### src/rtl/voting_seq_tally.sv
// Sequential voting tally.
// Ballots arrive one per cycle over a valid/ready handshake and are counted
// per candidate. A linear scan of the tallies then produces the winner, the
// winning count, a tie flag and a strict-majority flag.
module voting_seq_tally #(
  parameter int N = 2,  // log2 of candidate count
  parameter int M = 2   // log2 of maximum ballots per election
) (
  input  logic         clk,
  input  logic         rst_n,
  input  logic         start,
  input  logic         close,
  input  logic         vote_valid,
  input  logic [N-1:0] vote,
  output logic         vote_ready,
  output logic         busy,
  output logic         done,
  output logic [N-1:0] winner,
  output logic [M:0]   winner_count,
  output logic [M:0]   total,
  output logic         tie,
  output logic         majority
);

  localparam int         NC   = 1 << N;
  localparam logic [M:0] MAXV = {1'b1, {M{1'b0}}};

  typedef enum logic [1:0] {
    IDLE    = 2'd0,
    COLLECT = 2'd1,
    SCAN    = 2'd2,
    DONE    = 2'd3
  } state_t;

  state_t       state, state_next;

  logic [M:0]   count [NC];
  logic [M:0]   total_q;
  logic [N-1:0] idx;
  logic [M:0]   best;
  logic [N-1:0] win_q;
  logic         tie_q;
  logic         maj_q;

  logic         accept;
  logic         last_scan;
  logic [M:0]   cand;
  logic [M:0]   best_next;
  logic [N-1:0] win_next;
  logic         tie_next;

  assign accept    = vote_valid && (state == COLLECT);
  assign last_scan = (state == SCAN) && (idx == N'(NC - 1));
  assign cand      = count[idx];

  // State register.
  always_ff @(posedge clk) begin
    // NOTE: sequential state uses non-blocking assignments so every flop
    // samples pre-edge values regardless of block ordering.
    if (!rst_n) state <= IDLE;
    else        state <= state_next;
  end

  // Next-state logic and state-decoded handshake outputs.
  always_comb begin
    // NOTE: every output gets a default first, so no path leaves a value
    // unassigned and no latch is inferred.
    state_next = state;
    vote_ready = 1'b0;
    busy       = 1'b0;
    done       = 1'b0;
    case (state)
      IDLE: begin
        if (start) state_next = COLLECT;
      end
      COLLECT: begin
        vote_ready = 1'b1;
        busy       = 1'b1;
        if ((accept && (total_q == MAXV - (M+1)'(1))) || close) state_next = SCAN;
      end
      SCAN: begin
        busy = 1'b1;
        if (last_scan) state_next = DONE;
      end
      DONE: begin
        done = 1'b1;
        if (start) state_next = COLLECT;
      end
      default: state_next = IDLE;
    endcase
  end

  // Scan step: fold candidate idx into the running best; ties keep the lower ID.
  always_comb begin
    best_next = best;
    win_next  = win_q;
    tie_next  = tie_q;
    if (idx == '0) begin
      best_next = cand;
      win_next  = '0;
      tie_next  = 1'b0;
    end else if (cand > best) begin
      best_next = cand;
      win_next  = idx;
      tie_next  = 1'b0;
    end else if (cand == best) begin
      tie_next  = 1'b1;
    end
  end

  // Tally counters, scan index and result registers.
  always_ff @(posedge clk) begin
    if (!rst_n) begin
      // NOTE: the tally array is small and must read as zero after reset,
      // so it is reset explicitly like ordinary flops rather than left as RAM.
      for (int c = 0; c < NC; c++) count[c] <= '0;
      total_q <= '0;
      idx     <= '0;
      best    <= '0;
      win_q   <= '0;
      tie_q   <= 1'b0;
      maj_q   <= 1'b0;
    end else begin
      case (state)
        IDLE, DONE: begin
          if (start) begin
            for (int c = 0; c < NC; c++) count[c] <= '0;
            total_q <= '0;
            idx     <= '0;
            best    <= '0;
            win_q   <= '0;
            tie_q   <= 1'b0;
            maj_q   <= 1'b0;
          end
        end
        COLLECT: begin
          if (accept) begin
            count[vote] <= count[vote] + (M+1)'(1);
            total_q     <= total_q + (M+1)'(1);
          end
          idx <= '0;
        end
        SCAN: begin
          best  <= best_next;
          win_q <= win_next;
          tie_q <= tie_next;
          idx   <= idx + N'(1);
          // Doubled best compared at M+2 bits so MAXV*2 cannot overflow.
          if (last_scan) maj_q <= {best_next, 1'b0} > {1'b0, total_q};
        end
        default: ;
      endcase
    end
  end

  assign winner       = win_q;
  assign winner_count = best;
  assign total        = total_q;
  assign tie          = tie_q;
  assign majority     = maj_q;

endmodule

### config.mk
export PLATFORM = sky130hd
export DESIGN_NAME = voting_seq_tally
export DESIGN_NICKNAME = d
export VERILOG_FILES = /design/src/rtl/voting_seq_tally.sv
export SDC_FILE = /design/constraint.sdc
export NUM_CORES = 1
export LEC_CHECK = 0
export ABC_AREA = 1
export CAP_MARGIN = 25
export CORE_ASPECT_RATIO = 1.4
export CORE_MARGIN = 3
export CORE_UTILIZATION = 46
export DETAILED_ROUTE_END_ITERATION = 8
export GPL_TIMING_DRIVEN = 0
export HOLD_SLACK_MARGIN = 0.12
export PLACE_DENSITY = 0.68
export SLEW_MARGIN = 25
export SYNTH_ARGS = -nofsm -noshare
export SYNTH_HDL_FRONTEND = slang
export SYNTH_SLANG_ARGS = --single-unit
### constraint.sdc
create_clock -name clk -period 3.1 [get_ports clk]
set_input_delay 0.31 -clock clk [delete_from_list [all_inputs] [get_ports clk]]
set_output_delay 0.31 -clock clk [all_outputs]
set_load 0.05 [all_outputs]
# Word-level counts from Yosys, hierarchy flattened
# Memory sizes are Yosys's and may differ from the RTL's. A register that Yosys moved wholly into a read port is not among the register bits.
# Cells that the tools add are included.
# Widths: inputs -> output; s select.
[op_classes]
n_addsub = 3
order_cmp = 2
eq_ne = 12
n_mux = 43
bitwise = 4
n_reduce_logical = 17
[ops]
columns = ["op", "count"]
rows = [
  ["$mux 3", 9],
  ["$mux 1", 18],
  ["$mux 2", 9],
  ["$reduce_and 3->1", 5],
  ["$pmux 2 s3", 2],
  ["$pmux 3 s2", 2],
  ["$add 3x1->3 const B", 2],
  ["$eq 2x2->1 const B", 3],
  ["$gt 4x3->1", 1],
  ["$logic_not 2->1", 2],
  ["$ne 2x1->1 const B", 2],
  ["$ne 2x2->1 const B", 2],
  ["$ne 4x1->1 const B", 1],
  ["$or 1x1->1", 4],
  ["$pmux 1 s2", 2],
  ["$pmux 2 s2", 1],
  ["$reduce_bool 2->1", 2],
  ["$reduce_or 2->1", 2],
  ["$eq 3x2->1 const B", 1],
  ["$eq 3x3->1", 1],
  ["$gt 3x3->1", 1],
  ["$logic_and 1x1->1", 3],
  ["$ne 3x1->1 const B", 1],
  ["$reduce_or 3->1", 1],
  ["other kinds (4)", 4],
]
[totals]
ff_bits = 14
ram_bits = 12
inputBits = 7
output_inout_bits = 13
elab_cells = 89
n_memories = 1
[mem_list]
columns = ["name", "words", "width", "read_ports", "rd_clocked_by_memory_dff", "wr", "line_no", "source"]
rows = [
  ["count", 4, 3, 2, 1, 4, "37", "logic [M:0] count [NC];"],
]

# Longest topological paths before layout
# Gate-level depths: netlist (run 1).
[depth]
depth_word = 8
ltp_mapped = 19
mapped_depth_nobuf = 19

# Worst setup path before layout (run 1)
# Ideal clock, no wire load.
[synth_timing]
kind = "register -> register"
start = "register best[2] (netlist: winner_count[2])"
end = "register maj_q (netlist: majority)"
arrival_time_ns = 2.340
required_ns = 2.980
setup_slack_ns = 0.640
stages_incl_launch_ff = 15
path_buffers = 0
period_less_slack_ns = 2.460
cell_sequence = "dfxtp_1 -> inv_1 -> ha_1 -> a21oi_1 -> nand2_1 -> nand2_1 -> nand2_1 -> o21a_1 -> ha_1 -> nand2_1 -> inv_1 -> o21ai_0 -> nand3_1 -> nand2_1 -> a21oi_1"
[synth_between]
elab_chain_len = 6
[synth_rtl]
columns = ["item", "line_no", "source"]
rows = [
  ["start, declared", "40", "logic [M:0] best;"],
  ["start signal, assigned", "144", "best <= best_next;"],
  ["$gt 3x3->1", "102", "end else if (cand > best) begin"],
  ["$mux 3 *", "102", ""],
  ["$mux 3 *", "98", "if (idx == '0) begin"],
  ["$gt 4x3->1 *", "149", "if (last_scan) maj_q <= {best_next, 1'b0} > {1'b0, total_q};"],
  ["$mux 1 *", "149", ""],
  ["$pmux 1 s2 *", "124", "case (state)"],
  ["end signal, assigned", "149", ""],
  ["end, declared", "43", "logic maj_q;"],
]
# Mark *: on every way between the ends. The rest lies on a longest branch, timed or not. The select of a mux whose other input is x is not followed.
# A chain may end at the register's enable or synchronous reset.

==> results of run 1 <==
## sequential cells by signal, summed over array words and instances, names as in the netlist, named ones only
name	cells
total	3
count	12
winner_count	3
tie	1
idx	2
winner	2
majority	1
state	2
## placed cells by master, fill, tap and decap left out, types with 2 or more instances in the layout
cell and instances:
ha_1 13, o21ai_1 2, dfxtp_1 15, inv_2 2, a211oi_1 2, nand2_1 43, o21ai_0 7, inv_1 37
nand3_1 11, clkdlybuf4s50_1 19, o21a_1 2, a211oi_2 2, nor2_1 32, a22oi_1 4, clkbuf_8 4, edfxtp_1 12
a21oi_1 14
## worst max path at each step
stage | from | endpoint | slack, ns | cells past startpoint
after floorplan | winner_count[2] | majority | 0.64 | 14
after global placement | flop | majority | 0.19 | 16
after detailed placement | flop | majority | 0.18 | 16
after CTS | flop | majority | 0.14 | 16
after global routing | flop | majority | 0.04 | 17
final | flop | majority | 0.41 | 16
## through the flow
step | util | cell area, um^2 | setup slack [ns] | hold WS [ns]
3_3_place_gp | 0.575 | 1870 | 0.193 | 0.466
2_1_floorplan | - | 1630 | 0.640 | 0.446
5_1_grt | 0.593 | 1920 | 0.0411 | 0.531
3_5_place_dp | 0.575 | 1870 | 0.177 | 0.475
4_1_cts | 0.592 | 1920 | 0.145 | 0.494
6_report | 0.593 | 1920 | 0.412 | 0.490
## worst max-delay path, stage by stage, from the launching register on
cell and delay [ns]:
dfxtp_2 0.39, inv_1 0.12, o211ai_1 0.17, nand2_1 0.09, ha_1 0.31, a21oi_1 0.18
nand2_1 0.07, nand2_1 0.11, nand2_1 0.15, o21a_1 0.21, ha_1 0.29, nand2_1 0.06
inv_1 0.03, o21ai_1 0.15, nand3_1 0.13, nand2_1 0.07, a21oi_1 0.06
## routing by layer
layer | vias to the layer above | global-route usage
li1 | 724 | -
met1 | 624 | 0.176
met2 | 14 | 0.335
met3 | 5 | 0.0220
met4 | 0 | 0.0546
met5 | - | 0
## report_power, final
group          leakage (nW)  switching (mW)  internal (mW)
clock                0.0288           0.112          0.114
combinational         0.564           0.693          0.349
sequential            0.261          0.0658          0.491
total                 0.854           0.871          0.955
## area by class of cell
class	instances	share of cell area
multi-input combinational	142	0.414
sequential	28	0.355
timing repair buffer	19	0.0990
inverter	39	0.0762
clock buffer	4	0.0286
tap	39	0.0254
buffer	1	0.00195
## logic make-up after synthesis
group / count (synthesis)
compound gates: 37
flops: 28
buf+inv: 40
xor+xnor: 1
fa+ha+maj: 13
simple gates: 91
==> results.cfg, run 1 <==
[synth]
yosys.area.top_type = edfxtp_1
synth_top_family_by_area = simple AND/OR/NAND/NOR gates
synth_area_leaders = edfxtp_1 22%, dfxtp_1 20%, ha_1 10%
muxShareOfSynthArea = 0
synth_area_mm2 = 0.00163
synth_compound_area_frac = 0.147
synth_simple_gate_area_frac = 0.237
synth_edf_count = 12
synth_ff_type = dfxtp_1
yosys.area.top_type_share = 0.222
synthXorXnorAreaFrac = 0.00538
ys_ff_latch = 28
syn_inst = 210
synth.distinct_cells = 25
syn_avg_cell_area_um2 = 7.75
yosysMostFrequentCell = nand2_1
yosysWarnings = 0
synth_nets = 230
yosysSeqAreaShare = 0.418
synth_commonest_cells = 43 x nand2_1, 37 x inv_1, 32 x nor2_1, 16 x dfxtp_1, 14 x a21oi_1
async_flop_share = 0
synthAdderAreaFrac = 0.100

[sta]
worst_pin_slew_ns = 0.533
timing.setup.tns_ns = 0
setup_viol = 0
final_hold_viol_count = 0
drv_slew = 0
fmax_ghz = 0.372
relSlewSlack = 0.644
rsz0062_at_grt = false
timing.final.crit_share = 0.867
fin_skew_ns = 0.00606
period_needed_ns = 2.69

[worst_setup_path]
r2r-end = majority
start_kind = flop
end_kind = flop
cp.required_ns = 3.27
critPathMaxFanout = 7
crit_arrival_ns = 2.86
r2r_slack_ns = 0.41
worst-setup-path-type = flop to flop
reg2regPathDepth = 16

[route]
wl_met3_um = 61
top_layer = met4
via_count = 1367
vias_per_cell = 5.03
met1_length_mm = 1.32
drc = 0
drt-pass1-iter-count = 4
postRouteAntennaNets = 0
met2_length_mm = 1.84
routedWlPerCell_um = 12.0
drt_iter0_markers = 22
wl_mm = 3.26

[floorplan]
dieWidth_um = 56.3
die_height_um = 76.4
io_pins = 20
fp-row-count = 24
die_area_mm2 = 0.00430
start_util = 0.502
core_area_mm2 = 0.00324

[global_route]
overflow = 0
grt_pass1_vias = 1362
grt_usage = 0.169
grt_max_degree = 16
grt_pass1_wl_mm = 5.80
antenna_found_initial = 0

[final_layout]
num_antenna_cells = 0
layout-drive-gt1-share = 0.0601
synthToLayoutAreaGrowth_pct = 18.2
fillCellCount = 313
multi_input_area_um2 = 796
stdcell_count = 272
regArea_um2 = 682
fin_nets = 254

[power]
power.density_mw_per_mm2 = 950
design_power_total_mw = 1.83
ir_worst_vdd_uv = 502
p_leak_nw = 0.854

[flow_run]
cap_violations = 0

[clock_tree]
cts_tree = done
root_buffer = clkbuf_8
htree_num_levels = 1
cts_resized = 0
clockBufferDepth = 2
clock_latency_ns = 0.27
ctsHoldBuffers = 0
cts.sinks = 28
cts_made_buffers = 3
postCtsSetupRepairBufs = 0
cts.clk_slew.worst_paths_ns = 0.10

[min_path]
hold_depth = 2
hold_path_class = flop to flop
min_from = winner[1]
whs_endpoint = winner[1]

[placed_design]
dp_hpwl_mm = 2.70
portBuffers = 19
place_congestion = 0.790
dp.cells = 268

[outcome]
status = completed
(Power assumes the default switching activity.)
==> inputs of run 2 (changes only) <==
==> constraint.sdc (replaced) <==
create_clock -name clk -period 3.5 [get_ports clk]
set_input_delay 0.35 -clock clk [delete_from_list [all_inputs] [get_ports clk]]
set_output_delay 0.35 -clock clk [all_outputs]
set_load 0.05 [all_outputs]
==> run 2 against run 1 <==
Compared with the run above: sequential cell count unchanged; clock skew about the same; die area unchanged; wire length up 0.37%; hold slack about the same; cell area about the same; register-to-register slack better by 0.19 ns; first-iteration DRC count down 18%; fmax down 7.2%; final cell count unchanged; sequential share of layout area about the same; clock power down 11%; largest power group unchanged.
==> results.cfg, run 2 (same netlist as run 1, synthesis figures left out) <==
[outcome]
status = completed

[sta]
timing.setup.tns_ns = 0
worst_pin_slew_ns = 0.530
fin_skew_ns = 0.00561
fmax_ghz = 0.345
setup_viol = 0
drv_slew = 0
rsz0062_at_grt = false
relSlewSlack = 0.646
final_hold_viol_count = 0
timing.final.crit_share = 0.828
period_needed_ns = 2.90

[placed_design]
place_congestion = 0.790
dp_hpwl_mm = 2.70
portBuffers = 19
place_area_mm2 = 0.00187

[route]
top_layer = met4
drt_iter0_markers = 18
postRouteAntennaNets = 0
wl_met3_um = 62
vias_per_cell = 5.03
drc = 0
drt-pass1-iter-count = 4
met1_length_mm = 1.33
met2_length_mm = 1.84
via_count = 1369
routedWlPerCell_um = 12.0
wl_mm = 3.27

[min_path]
whs_endpoint = winner[1]
min_from = winner[1]
hold_depth = 2
hold_path_class = flop to flop

[worst_setup_path]
end_kind = flop
crit_arrival_ns = 3.07
critPathSlowestCell = dfxtp_1
critPathMaxStageDelay_ns = 0.45
r2r-end = majority
r2r_slack_ns = 0.60
cp.required_ns = 3.67
critPathMaxFanout = 7
path_cells = inv_1 -> o21ai_0 -> nand2_1 -> ha_1 -> a21oi_1 -> nand2_1 -> nand2_1 -> nand2_1 -> o21a_1 -> ha_1 -> nand2_1 -> inv_1 -> o21ai_0 -> nand3_1 -> nand2_1 -> a21oi_1
start_kind = flop
worst-setup-path-type = flop to flop
reg2regPathDepth = 16
cp_common_cell = nand2_1

[global_route]
antenna_found_initial = 0
grt_pass1_wl_mm = 5.80
overflow = 0
grt_pass1_vias = 1362
grt_max_degree = 16
grt_usage = 0.169

[clock_tree]
cts_tree = done
ctsHoldBuffers = 0
cts_resized = 0
postCtsSetupRepairBufs = 0
clockBufferDepth = 2
cts_made_buffers = 3
cts.sinks = 28
cts.clk_slew.worst_paths_ns = 0.10
htree_num_levels = 1
clock_latency_ns = 0.28
root_buffer = clkbuf_8

[final_layout]
layout-drive-gt1-share = 0.0558
layout_commonest_cell = nand2_1
largest_register = count
final_cell_mix = 43 x nand2_1, 37 x inv_1, 32 x nor2_1, 19 x clkdlybuf4s50_1, 16 x dfxtp_1
fin_area_mm2 = 0.00192
fin_nets = 254
num_antenna_cells = 0
synthToLayoutAreaGrowth_pct = 18.1
fillCellCount = 314
largest_reg_flops = 12

[floorplan]
fp-row-count = 24
io_pins = 20
die_area_mm2 = 0.00430
die_height_um = 76.4
core_area_mm2 = 0.00324
dieWidth_um = 56.3
start_util = 0.502

[power]
p_leak_nw = 0.854
ir_worst_vdd_uv = 445
power.density_mw_per_mm2 = 841

[flow_run]
cap_violations = 0
-- run 2: cell counts in the layout (fill, tap and decap cells not counted) --
Identical to the previous run, type by type.
-- run 2: how the worst max path moves through the flow --
stage	start	to	slack [ns]	cells after the start
2_1_floorplan	winner_count[2]	majority	1.04	14
5_1_grt	flop	majority	0.17	17
3_5_place_dp	flop	majority	0.58	16
6_report	flop	majority	0.60	16
3_3_place_gp	flop	majority	0.59	16
4_1_cts	flop	majority	0.54	16
-- run 2: area by class of cell --
cell class                 instances  area (um^2)  share of cell area
buffer                             1         3.75             0.00195
timing repair buffer              19          190              0.0990
clock buffer                       4         55.1              0.0287
inverter                          39          146              0.0762
tap                               39         48.8              0.0254
sequential                        28          681               0.354
multi-input combinational        142          796               0.414
-- run 2: through the flow --
stage / hold slack (ns) / instances / util / total power, mW / setup slack, ns
after CTS: 0.494 / 272 / 0.592 / 1.63 / 0.545
final: 0.490 / 272 / 0.592 / 1.61 / 0.604
after global routing: 0.531 / 272 / 0.592 / 1.76 / 0.170
after detailed placement: 0.475 / 268 / 0.575 / 1.43 / 0.577
after global placement: 0.466 / 268 / 0.575 / 1.42 / 0.593
after floorplan: 0.472 / 210 / - / 1.19 / 1.04
-- run 2: where the power goes --
part	switching, mW	internal, mW
logic	0.613	0.308
clock network	0.100	0.101
registers	0.0581	0.435
-- run 2: worst max-delay path: cells and delay by family, from the launching register on --
kind	cells	cell delay [ns]
AOI/OAI and AO/OA	5	0.87
and+or+nand+nor	7	0.71
adders and majority gates	2	0.60
DFF	1	0.45
buffers and inverters	2	0.18
-- run 2: per-layer routing --
metal	vias up	global-route usage
li1	725	-
met1	625	0.176
met2	14	0.335
met3	5	0.0220
met4	0	0.0546
met5	-	0
==> inputs of run 3 (changes only) <==
==> constraint.sdc (replaced) <==
create_clock -name clk -period 3 [get_ports clk]
set_input_delay 0.3 -clock clk [delete_from_list [all_inputs] [get_ports clk]]
set_output_delay 0.3 -clock clk [all_outputs]
set_load 0.05 [all_outputs]
==> run 3 against run 2 <==
Compared with the run above: utilization is 0.23 points higher; die area unchanged; final cell count is the same; largest power group unchanged.
==> results.cfg, run 3 (same netlist as run 1, synthesis figures left out) <==
[floorplan]
dieWidth_um = 56.3
start_util = 0.502
fp-row-count = 24
core_area_mm2 = 0.00324
die_height_um = 76.4
io_pins = 20
die_area_mm2 = 0.00430

[clock_tree]
clockBufferDepth = 2
cts_made_buffers = 3
clock_latency_ns = 0.27
postCtsSetupRepairBufs = 0
cts_tree = done
cts.clk_slew.worst_paths_ns = 0.10
htree_num_levels = 1
cts.sinks = 28
root_buffer = clkbuf_8

[final_layout]
regArea_um2 = 682
layout_commonest_cell = nand2_1
num_antenna_cells = 0
fin_area_mm2 = 0.00193
largest_reg_flops = 12
synthToLayoutAreaGrowth_pct = 18.5
layout-drive-gt1-share = 0.0687
final_cell_mix = 42 x nand2_1, 37 x inv_1, 32 x nor2_1, 19 x clkdlybuf4s50_1, 15 x dfxtp_1
largest_register = count
fillCellCount = 314
fin_nets = 254
multi_input_area_um2 = 802
final_util = 0.595
stdcell_count = 272

[min_path]
min_from = winner[1]
hold_path_class = flop to flop

[route]
drt-pass1-iter-count = 4
wl_mm = 3.30
drt_iter0_markers = 27
vias_per_cell = 5.03
postRouteAntennaNets = 0
via_count = 1367
drc = 0
routedWlPerCell_um = 12.1

[worst_setup_path]
end_kind = flop
crit_arrival_ns = 2.81
start_kind = flop
cp.required_ns = 3.17
worst-setup-path-type = flop to flop
critPathMaxFanout = 7

[global_route]
antenna_found_initial = 0
overflow = 0
grt_usage = 0.169
grt_max_degree = 16
grt_pass1_wl_mm = 5.80
grt_pass1_vias = 1362

[placed_design]
dp_slack_ns = 0.0770
dp_hpwl_mm = 2.70
place_area_mm2 = 0.00187
portBuffers = 19
place_congestion = 0.790
dp.cells = 268

[sta]
whs_ns = 0.490
worst_pin_slew_ns = 0.552
setup_viol = 0
timing.final.crit_share = 0.880
relSlewSlack = 0.632
rsz0062_at_grt = false
period_needed_ns = 2.64
final_hold_viol_count = 0
drv_slew = 0
timing.setup.tns_ns = 0
fmax_ghz = 0.379
fin_ws_ns = 0.361
fin_skew_ns = 0.00563

[outcome]
status = completed

[power]
ir_worst_vdd_uv = 519
design_power_total_mw = 1.90
p_leak_nw = 0.855
power.density_mw_per_mm2 = 987

[flow_run]
cap_violations = 0
==> run 3: power breakdown <==
group,switching [mW],leakage (nW),internal (mW)
registers,0.0680,0.261,0.508
clock network,0.116,0.0288,0.118
logic,0.727,0.565,0.367
total,0.912,0.855,0.992
==> run 3: per-layer routing <==
layer,vias up,wire (um),GRT usage
li1,723,-,-
met1,627,1330,0.176
met2,12,1870,0.335
met3,5,60,0.0220
met4,0,39,0.0546
met5,-,0,0
==> run 3: critical path, stage by stage (launching register included) <==
cell and delay (ns):
dfxtp_2 0.39, inv_1 0.12, o211ai_1 0.17, nand2_1 0.09
ha_1 0.33, a21oi_2 0.15, nand2_1 0.06, nand2_1 0.12
nand2_2 0.11, o21a_1 0.20, ha_1 0.28, nand2_1 0.06
inv_1 0.03, o21ai_1 0.16, nand3_1 0.13, nand2_1 0.08
a21oi_1 0.06
==> run 3: area by class of cell <==
cell class / count / share of cell area
Timing Repair Buffer: 19 / 0.0986
Buffer: 1 / 0.00195
Clock buffer: 4 / 0.0286
Tap cell: 39 / 0.0253
Multi-Input combinational cell: 142 / 0.416
Inverter: 39 / 0.0759
Sequential cell: 28 / 0.354
==> run 3: final timing paths <==
path          endpoint  depth (start not counted)  slack (ns)
max           majority                         16        0.36
min          winner[1]                          2        0.49
max reg2reg   majority                         16        0.36
min reg2reg  winner[1]                          2        0.49
==> run 3: timing repair <==
item,in CTS,in global routing
hold buffers,0,0
resized for setup,0,5
setup endpoints to repair,0,1
